[src/rtl/irb_read_arbiter.sv]
// Round-robin arbiter that shares one external read channel between N_REQ requesters.
// One transaction is in flight at a time, guarded by a timeout, with sticky error flags.
module irb_read_arbiter #(
    parameter int unsigned N_REQ   = 4,
    parameter int unsigned DW      = 16,
    parameter int unsigned TIMEOUT = 64
) (
    input  logic                     clk,
    input  logic                     rst,
    input  logic [N_REQ-1:0]         req_i,
    output logic [N_REQ-1:0]         rd_valid_o,
    output logic [DW-1:0]            rd_data_o,
    output logic                     mem_req_o,
    output logic [$clog2(N_REQ)-1:0] mem_id_o,
    input  logic                     mem_valid_i,
    input  logic [DW-1:0]            mem_data_i,
    output logic                     busy_o,
    input  logic                     err_clr_i,
    output logic                     err_timeout_o,
    output logic                     err_ovf_o,
    output logic                     err_spurious_o
);

    localparam int unsigned   IW        = $clog2(N_REQ);
    localparam int unsigned   TW        = $clog2(TIMEOUT);
    localparam logic [TW-1:0] TimerLast = TW'(TIMEOUT - 1);
    localparam logic [IW-1:0] LastInit  = IW'(N_REQ - 1);

    typedef enum logic [1:0] {
        StIdle,
        StIssue,
        StWait,
        StResp
    } state_e;

    state_e           state_q;
    logic [N_REQ-1:0] pending_q;
    logic [N_REQ-1:0] pending_d;
    logic [N_REQ-1:0] clear_mask;
    logic [IW-1:0]    grant_q;
    logic [IW-1:0]    last_grant_q;
    logic [IW-1:0]    pick;
    logic [IW-1:0]    idx;
    logic             found;
    logic [TW-1:0]    timer_q;
    logic [DW-1:0]    data_q;
    logic [N_REQ-1:0] rd_valid_q;
    logic             mem_req_q;
    logic             busy_q;
    logic             err_timeout_q;
    logic             err_ovf_q;
    logic             err_spurious_q;
    logic             timeout_hit;
    logic             ovf_hit;
    logic             spurious_hit;

    // Cyclic search starting just after the last served requester.
    always_comb begin
        found = 1'b0;
        pick  = '0;
        idx   = '0;
        for (int unsigned off = 1; off <= N_REQ; off++) begin
            idx = IW'((32'(last_grant_q) + off) % N_REQ);
            if (!found && pending_q[idx]) begin
                found = 1'b1;
                pick  = idx;
            end
        end
    end

    // A request for the granted index during ISSUE re-arms it rather than overflowing.
    always_comb begin
        clear_mask = '0;
        if (state_q == StIssue) begin
            clear_mask[grant_q] = 1'b1;
        end
        ovf_hit      = |(req_i & pending_q & ~clear_mask);
        pending_d    = (pending_q & ~clear_mask) | req_i;
        timeout_hit  = (state_q == StWait) && !mem_valid_i && (timer_q == TimerLast);
        spurious_hit = mem_valid_i && (state_q != StWait);
    end

    always_ff @(posedge clk or posedge rst) begin
        if (rst) begin
            pending_q      <= '0;
            err_timeout_q  <= 1'b0;
            err_ovf_q      <= 1'b0;
            err_spurious_q <= 1'b0;
        end else begin
            pending_q      <= pending_d;
            err_timeout_q  <= (err_timeout_q & ~err_clr_i) | timeout_hit;
            err_ovf_q      <= (err_ovf_q & ~err_clr_i) | ovf_hit;
            err_spurious_q <= (err_spurious_q & ~err_clr_i) | spurious_hit;
        end
    end

    always_ff @(posedge clk or posedge rst) begin
        if (rst) begin
            state_q      <= StIdle;
            grant_q      <= '0;
            last_grant_q <= LastInit;
            timer_q      <= '0;
            data_q       <= '0;
            rd_valid_q   <= '0;
            mem_req_q    <= 1'b0;
            busy_q       <= 1'b0;
        end else begin
            mem_req_q  <= 1'b0;
            rd_valid_q <= '0;
            unique case (state_q)
                StIdle: begin
                    if (found) begin
                        grant_q   <= pick;
                        state_q   <= StIssue;
                        mem_req_q <= 1'b1;
                        busy_q    <= 1'b1;
                    end
                end
                StIssue: begin
                    timer_q <= '0;
                    state_q <= StWait;
                end
                StWait: begin
                    if (mem_valid_i) begin
                        data_q     <= mem_data_i;
                        rd_valid_q <= N_REQ'(1) << grant_q;
                        state_q    <= StResp;
                    end else if (timer_q == TimerLast) begin
                        data_q     <= '0;
                        rd_valid_q <= N_REQ'(1) << grant_q;
                        state_q    <= StResp;
                    end else begin
                        timer_q <= timer_q + TW'(1);
                    end
                end
                StResp: begin
                    last_grant_q <= grant_q;
                    state_q      <= StIdle;
                    busy_q       <= 1'b0;
                end
                default: begin
                    state_q <= StIdle;
                    busy_q  <= 1'b0;
                end
            endcase
        end
    end

    assign rd_valid_o     = rd_valid_q;
    assign rd_data_o      = data_q;
    assign mem_req_o      = mem_req_q;
    assign mem_id_o       = grant_q;
    assign busy_o         = busy_q;
    assign err_timeout_o  = err_timeout_q;
    assign err_ovf_o      = err_ovf_q;
    assign err_spurious_o = err_spurious_q;

endmodule

[config.mk]
export PLATFORM = sky130hd
export DESIGN_NAME = irb_read_arbiter
export DESIGN_NICKNAME = d
export VERILOG_FILES = /design/src/rtl/irb_read_arbiter.sv
export SDC_FILE = /design/constraint.sdc
export NUM_CORES = 1
export LEC_CHECK = 0
export ABC_AREA = 1
export CELL_PAD_IN_SITES_DETAIL_PLACEMENT = 1
export CELL_PAD_IN_SITES_GLOBAL_PLACEMENT = 2
export CORE_MARGIN = 2
export CORE_UTILIZATION = 25
export CTS_CLUSTER_SIZE = 40
export DETAILED_ROUTE_END_ITERATION = 10
export GPL_TIMING_DRIVEN = 0
export PLACE_DENSITY_LB_ADDON = 0.15
export SETUP_SLACK_MARGIN = 0.3
export SLEW_MARGIN = 20
export SYNTH_ARGS = -nofsm -noshare
export SYNTH_HDL_FRONTEND = slang
export SYNTH_SLANG_ARGS = --single-unit
[constraint.sdc]
create_clock -name clk -period 1.5 [get_ports clk]
set_input_delay 0.15 -clock clk [delete_from_list [all_inputs] [get_ports clk]]
set_output_delay 0.15 -clock clk [all_outputs]
set_load 0.01 [all_outputs]
Yosys cells after proc, flatten, opt, wreduce, memory -nomap -nowiden
Index checks and enable logic that the tools add are counted.
- mux-type cells: 35
- bitwise logic cells: 12
- shifts and indexed selects: 1
- $lt $le $gt $ge: 6
- equality and inequality tests: 9
- reductions and logical operators: 21
- add/subtract/negate cells: 5
- operators with widths (kind ; count):
    $mux 16 ; 2
    $mux 4 ; 4
    $lt 2x3->1 const B ; 5
    $mux 2 ; 7
    $and 4x4->4 ; 3
    $mux 1 ; 12
    $mux 6 ; 2
    $pmux 6 s2 ; 1
    $bmux 1 s2 ; 4
    $ne 2x2->1 const B ; 4
    $pmux 2 s4 ; 1
    $reduce_and 2->1 ; 4
    $logic_and 1x1->1 ; 7
    $add 6x1->6 const B ; 1
    $eq 6x6->1 const B ; 1
    $reduce_bool 2->1 ; 3
    $add 2x1->2 const B ; 2
    $add 2x2->2 const B ; 2
    $eq 2x2->1 const B ; 2
    $logic_not 1->1 ; 4
    $not 4->4 ; 1
    $or 4x4->4 ; 1
    $reduce_or 4->1 ; 1
    $shl 1x2->4 const A ; 1
    other kinds (10) ; 14
- word-level logic and storage cells: 101
- input port bits: 24
- bits in registers: 41

Logic depth before layout (Yosys ltp)
Gate-level depths: netlist of run 1.
- depth after elaboration: 15
- depth in mapped cells: 12
- mapped depth without buffers: 11

Worst setup path after synthesis of run 1
Ideal clock, no wire load.
- path kind: register to register
- start point: reg last_grant_q[0]
- end point: reg grant_q[1] (netlist: mem_id_o[1])
- arrival: 1320 ps
- path slack: 64 ps
- cell stages (with the launch flop): 13
- buffers on the path: 1
- cells stage by stage: dfstp_2 buf_6 inv_8 nand2_1 nand2_2 nand2_2 nand2_2 nor2_4 nand3_2 nand2_2 inv_2 nand2_2 nand2_1
- word-level cells in the longest chain between the ends: 14
- ends and longest elaborated chain (element ; line ; text):
    start: declaration ; 41 ; logic [IW-1:0] last_grant_q;
    start signal: assignment ; 101 ; last_grant_q <= LastInit;
    start signal: assignment ; 137 ; last_grant_q <= grant_q;
    $add 2x1->2 ; 63 ; idx = IW'((32'(last_grant_q) + off) % N_REQ);
    $bmux 1 s2 ; 64 ; if (!found && pending_q[idx]) begin
    $mux 1 (implied by the code) ; 64 ;
    $mux 1 ; 64 ;
    $logic_not 1->1 ; 64 ;
    $logic_and 1x1->1 ; 64 ;
    $mux 1 ; 64 ;
    $logic_not 1->1 ; 64 ;
    $logic_and 1x1->1 ; 64 ;
    $mux 1 ; 64 ;
    $logic_not 1->1 ; 64 ;
    $logic_and 1x1->1 ; 64 ;
    $mux 1 ; 64 ;
    $reduce_and 2->1 (no source line) ; -- ;
    end signal: assignment ; 113 ; grant_q <= pick;
    end: declaration ; 40 ; logic [IW-1:0] grant_q;
Several ways; a longest one is shown, not always the timed one. The select of a mux whose other input is x is not followed.
A chain may end at the register's enable or synchronous reset.

Worst setup path in the final report of run 1
- start point: reg last_grant_q[0]
- end point: reg busy_q (netlist: busy_o)
- word-level cells in the longest chain between the ends: 15
- ends and longest elaborated chain (element ; line ; text):
    $add 2x1->2 ; 63 ;
    $bmux 1 s2 ; 64 ;
    $mux 1 (implied by the code) ; 64 ;
    $mux 1 ; 64 ;
    $logic_not 1->1 ; 64 ;
    $logic_and 1x1->1 ; 64 ;
    $mux 1 ; 64 ;
    $logic_not 1->1 ; 64 ;
    $logic_and 1x1->1 ; 64 ;
    $mux 1 ; 64 ;
    $logic_not 1->1 ; 64 ;
    $logic_and 1x1->1 ; 64 ;
    $mux 1 (*) ; 64 ;
    $ne 2x2->1 (no source line) (*) ; -- ;
    $reduce_and 2->1 (no source line) (*) ; -- ;
    end signal: assignment ; 106 ; busy_q <= 1'b0;
    end signal: assignment ; 116 ; busy_q <= 1'b1;
    end signal: assignment ; 139 ; busy_q <= 1'b0;
    end: declaration ; 49 ; logic busy_q;
Every way passes the cells marked *; elsewhere a longest branch is shown, timed or not. The select of a mux whose other input is x is not followed.

==> results_dict.tcl, run 1 <==
set metrics [dict create \
    clk_path_buf_depth 2 \
    grt_pass1_vias 2102 \
    syn_to_final_growth_pct 69.99 \
    root_buffer "clkbuf_8" \
    synth_top_family_by_area "simple AND/OR/NAND/NOR gates" \
    path_delay_family "simple AND/OR/NAND/NOR gates" \
    ios 51 \
    rows 33 \
    finalHoldViolations 0 \
    ys_ff_latch 41 \
    grt_start_max_net_pins 25 \
    synth_fa_ha_area_share_pct 4.184 \
    drt_iter0_markers 37 \
    met1_usage_pct 19.50 \
    top_usage_layer "met2" \
    port_buffers 49 \
    antenna_found_initial 0 \
    synthesis.instances 254 \
    ir_drop_mv 0.6878 \
    cts_htree_levels 2 \
    insertion_delay_ps 300 \
    slew_violations 0 \
    die-area_um2 9121 \
    fin_skew_ps 8.945 \
    crit_top_cell "nand2_4" \
    die_x_um 95.51 \
    drc 0 \
    final-setup-viol-count 6 \
    yosys.area_share.xor_xnor_pct 0.4184 \
    crit_arrival_ps 1800 \
    yosys_warnings 0 \
    grt_pass1_wl_mm 10.54 \
    drive_gt1_share_pct 41.69 \
    drv_cap 0 \
    fin_util_pct 43.53 \
    antenna_left 0 \
    end_kind "flop" \
    worst_slack_ps -99.62 \
    dp_hpwl_mm 4.134 \
    synth.area.mux_share_pct 0 \
    start_util_pct 25.60 \
    critPathSlowestCell "dfstp_2" \
    fin_crit_sh_pct 106.6 \
    crit_path_max_fanout 8 \
    cpPeakStageDelay_ps 560 \
    syn_area_um2 2093 \
    via_count 1964 \
    fin_crit_ps 1600 \
    path_buf_inv 3 \
    dp_slack_ps -109.5 \
    synth_top_area_share_pct 46.62 \
    cts_made_buffers 5 \
    cts_sinks 41 \
    worstPathRequired_ps 1700 \
    grt_use_met2_pct 25.35 \
    p_leak_nw 1.739 \
    path_cells "buf_8 > inv_12 > nand2_4 > nand2_4 > nand2_4 > nand2_4 > nor2_4 > nand3_4 > nand2_4 > nand2_1 > nand2_1 > inv_1" \
    seq_area_frac_synth_pct 49.13 \
    grt_use_met3_pct 3.162 \
    synth_cell_types 31 \
    outcome "finished with violations" \
    hp-class "input pin to async pin" \
    wl_mm 6.448 \
    synth_area_per_cell_um2 8.241 \
    track_usage_pct 15.20 \
    coreArea_um2 8175 \
    synth_area_leaders "dfrtp_1 47%, nand2_1 15%, nand3_1 6.2%" \
    slew_headroom_pct 70.00 \
    violations "negative setup slack" \
    firstDrtPassIters 4 \
    power-per-cell-area_nw_per_um2 1973 \
    gp_congestion 0.7293 \
    overflow 0 \
    tightestPinTransition_ps 449.9 \
    cp-start-kind "flop" \
    cts_tree "done" \
    diodes 0 \
    nNetsFinal 373 \
    synth_compound_area_share_pct 5.320 \
    clkSlewWorstSetupHoldPaths_ps 90 \
    timing.fmax_mhz 625.2 \
    wl_per_cell_um 14.39 \
    yosys.area.top_type "dfrtp_1" \
    die_h_um 95.51 \
    syn_nets 285 \
    rsz0062_at_grt "yes" \
    vias_per_cell 4.384 \
    synthSimpleGateAreaFrac_pct 33.59 \
    worstSetupPathType "flop to flop" \
]
==> cells in the final DEF, fill, tap and decap left out, drive strengths merged, types with 2 or more instances in the layout <==
cell type and n:
ha 7, a21oi 7, dlygate4sd2 26, nor2 12, o21ai 9, or2 5
clkdlybuf4s50 22, nand2 98, clkbuf 9, buf 37, nand4 4, dfrtp 39
inv 29, dfstp 2, nand3 28
==> area by class of cell <==
class                      instances  area [µm²]
clock inverter                     2       37.54
inverter                          29       128.9
tap                              105       131.4
clock buffer                       6       82.58
fill                             950        4617
multi-input combinational        177        1286
sequential                        41        1033
timing repair buffer              81       780.7
buffer                             7       77.57
==> worst register-to-register path, delay by kind of cell, from the launching register on <==
family	cells	cell delay [ps]
and+or+nand+nor	9	720
buffers and inverters	3	220
DFF	1	560
==> cells in the mapped netlist, drive strengths merged <==
cell / count
nor2: 12
a22o: 1
clkbuf: 3
inv: 29
nor3: 1
dfstp: 2
nand2: 98
xor2: 1
o21ai: 9
a31oi: 1
buf: 4
dfrtp: 39
nand3: 28
or2: 5
nand4: 4
ha: 7
a22oi: 1
a21oi: 7
nand3b: 1
o2111ai: 1
==> cell families after synthesis <==
family,Yosys count
buffers and inverters,36
AO/OA/AOI/OAI,20
adder cells (fa/ha/maj),7
AND/OR/NAND/NOR,149
XOR/XNOR,1
flip-flops,41
==> through the flow <==
stage / power, mW / TNS, ps / instance area, µm² / cells / hold slack (ps)
after detailed placement: 4.843 / -1971 / 2843 / 409 / 460.1
after global routing: 7.629 / -2449 / 3558 / 448 / 208.8
after CTS: 6.549 / -277.9 / 3347 / 442 / 173.1
after floorplan: 3.730 / 0 / 2201 / 254 / 256.4
after global placement: 4.806 / -27260 / 2823 / 408 / 455.1
final: 7.020 / -381.4 / 3558 / 448 / 157.9
==> state kept, by name (all words and copies together), names as in the netlist <==
name            flops
busy_o              1
err_timeout_o       1
err_ovf_o           1
last_grant_q        2
rd_data_o          16
timer_q             6
state_q             2
pending_q           4
err_spurious_o      1
rd_valid_o          4
mem_id_o            2
mem_req_o           1
==> repair_timing <==
action,in CTS,in global routing
endpoints found under the hold margin,0,0
setup endpoints to repair,65,38
gates cloned,3,0
gates resized for setup,97,38
hold buffers,0,0
pin swaps,15,20
buffers inserted,22,6
==> routing by layer <==
metal  vias to the layer above  wire [µm]
met1                       940       2846
li1                        983          -
met5                         -          0
met2                        31       3251
met3                        10        196
met4                         0        153
==> final timing paths <==
kind / start / to / slack, ps / cells past startpoint
max: last_grant_q[0]$_DFFE_PP1P_ / busy_o$_DFFE_PP0P_ / -100 / 12
min: rst / rd_data_o[13]$_DFFE_PP0P_ / 160 / 2
max reg2reg: last_grant_q[0]$_DFFE_PP1P_ / busy_o$_DFFE_PP0P_ / -100 / 12
min reg2reg: rd_data_o[14]$_DFFE_PP0P_ / rd_data_o[14]$_DFFE_PP0P_ / 490 / 2
max in group asynchronous: rst / last_grant_q[1]$_DFFE_PP1P_ / 770 / 3
min in group clk: mem_valid_i / rd_data_o[6]$_DFFE_PP0P_ / 220 / 3
==> where the power goes <==
part	total, mW	internal, mW	switching [mW]
registers	1.86	1.53	0.331
clock network	0.964	0.542	0.422
logic	4.20	1.92	2.28
total	7.02	3.99	3.03
Power figures use the tool's default switching activity.
==> inputs of run 2 (changes only) <==
Settings changed: GPL_ROUTABILITY_DRIVEN set to 0.
==> results of run 2 <==
Same layout as run 1: the final DEF is identical, and so are final timing and power.
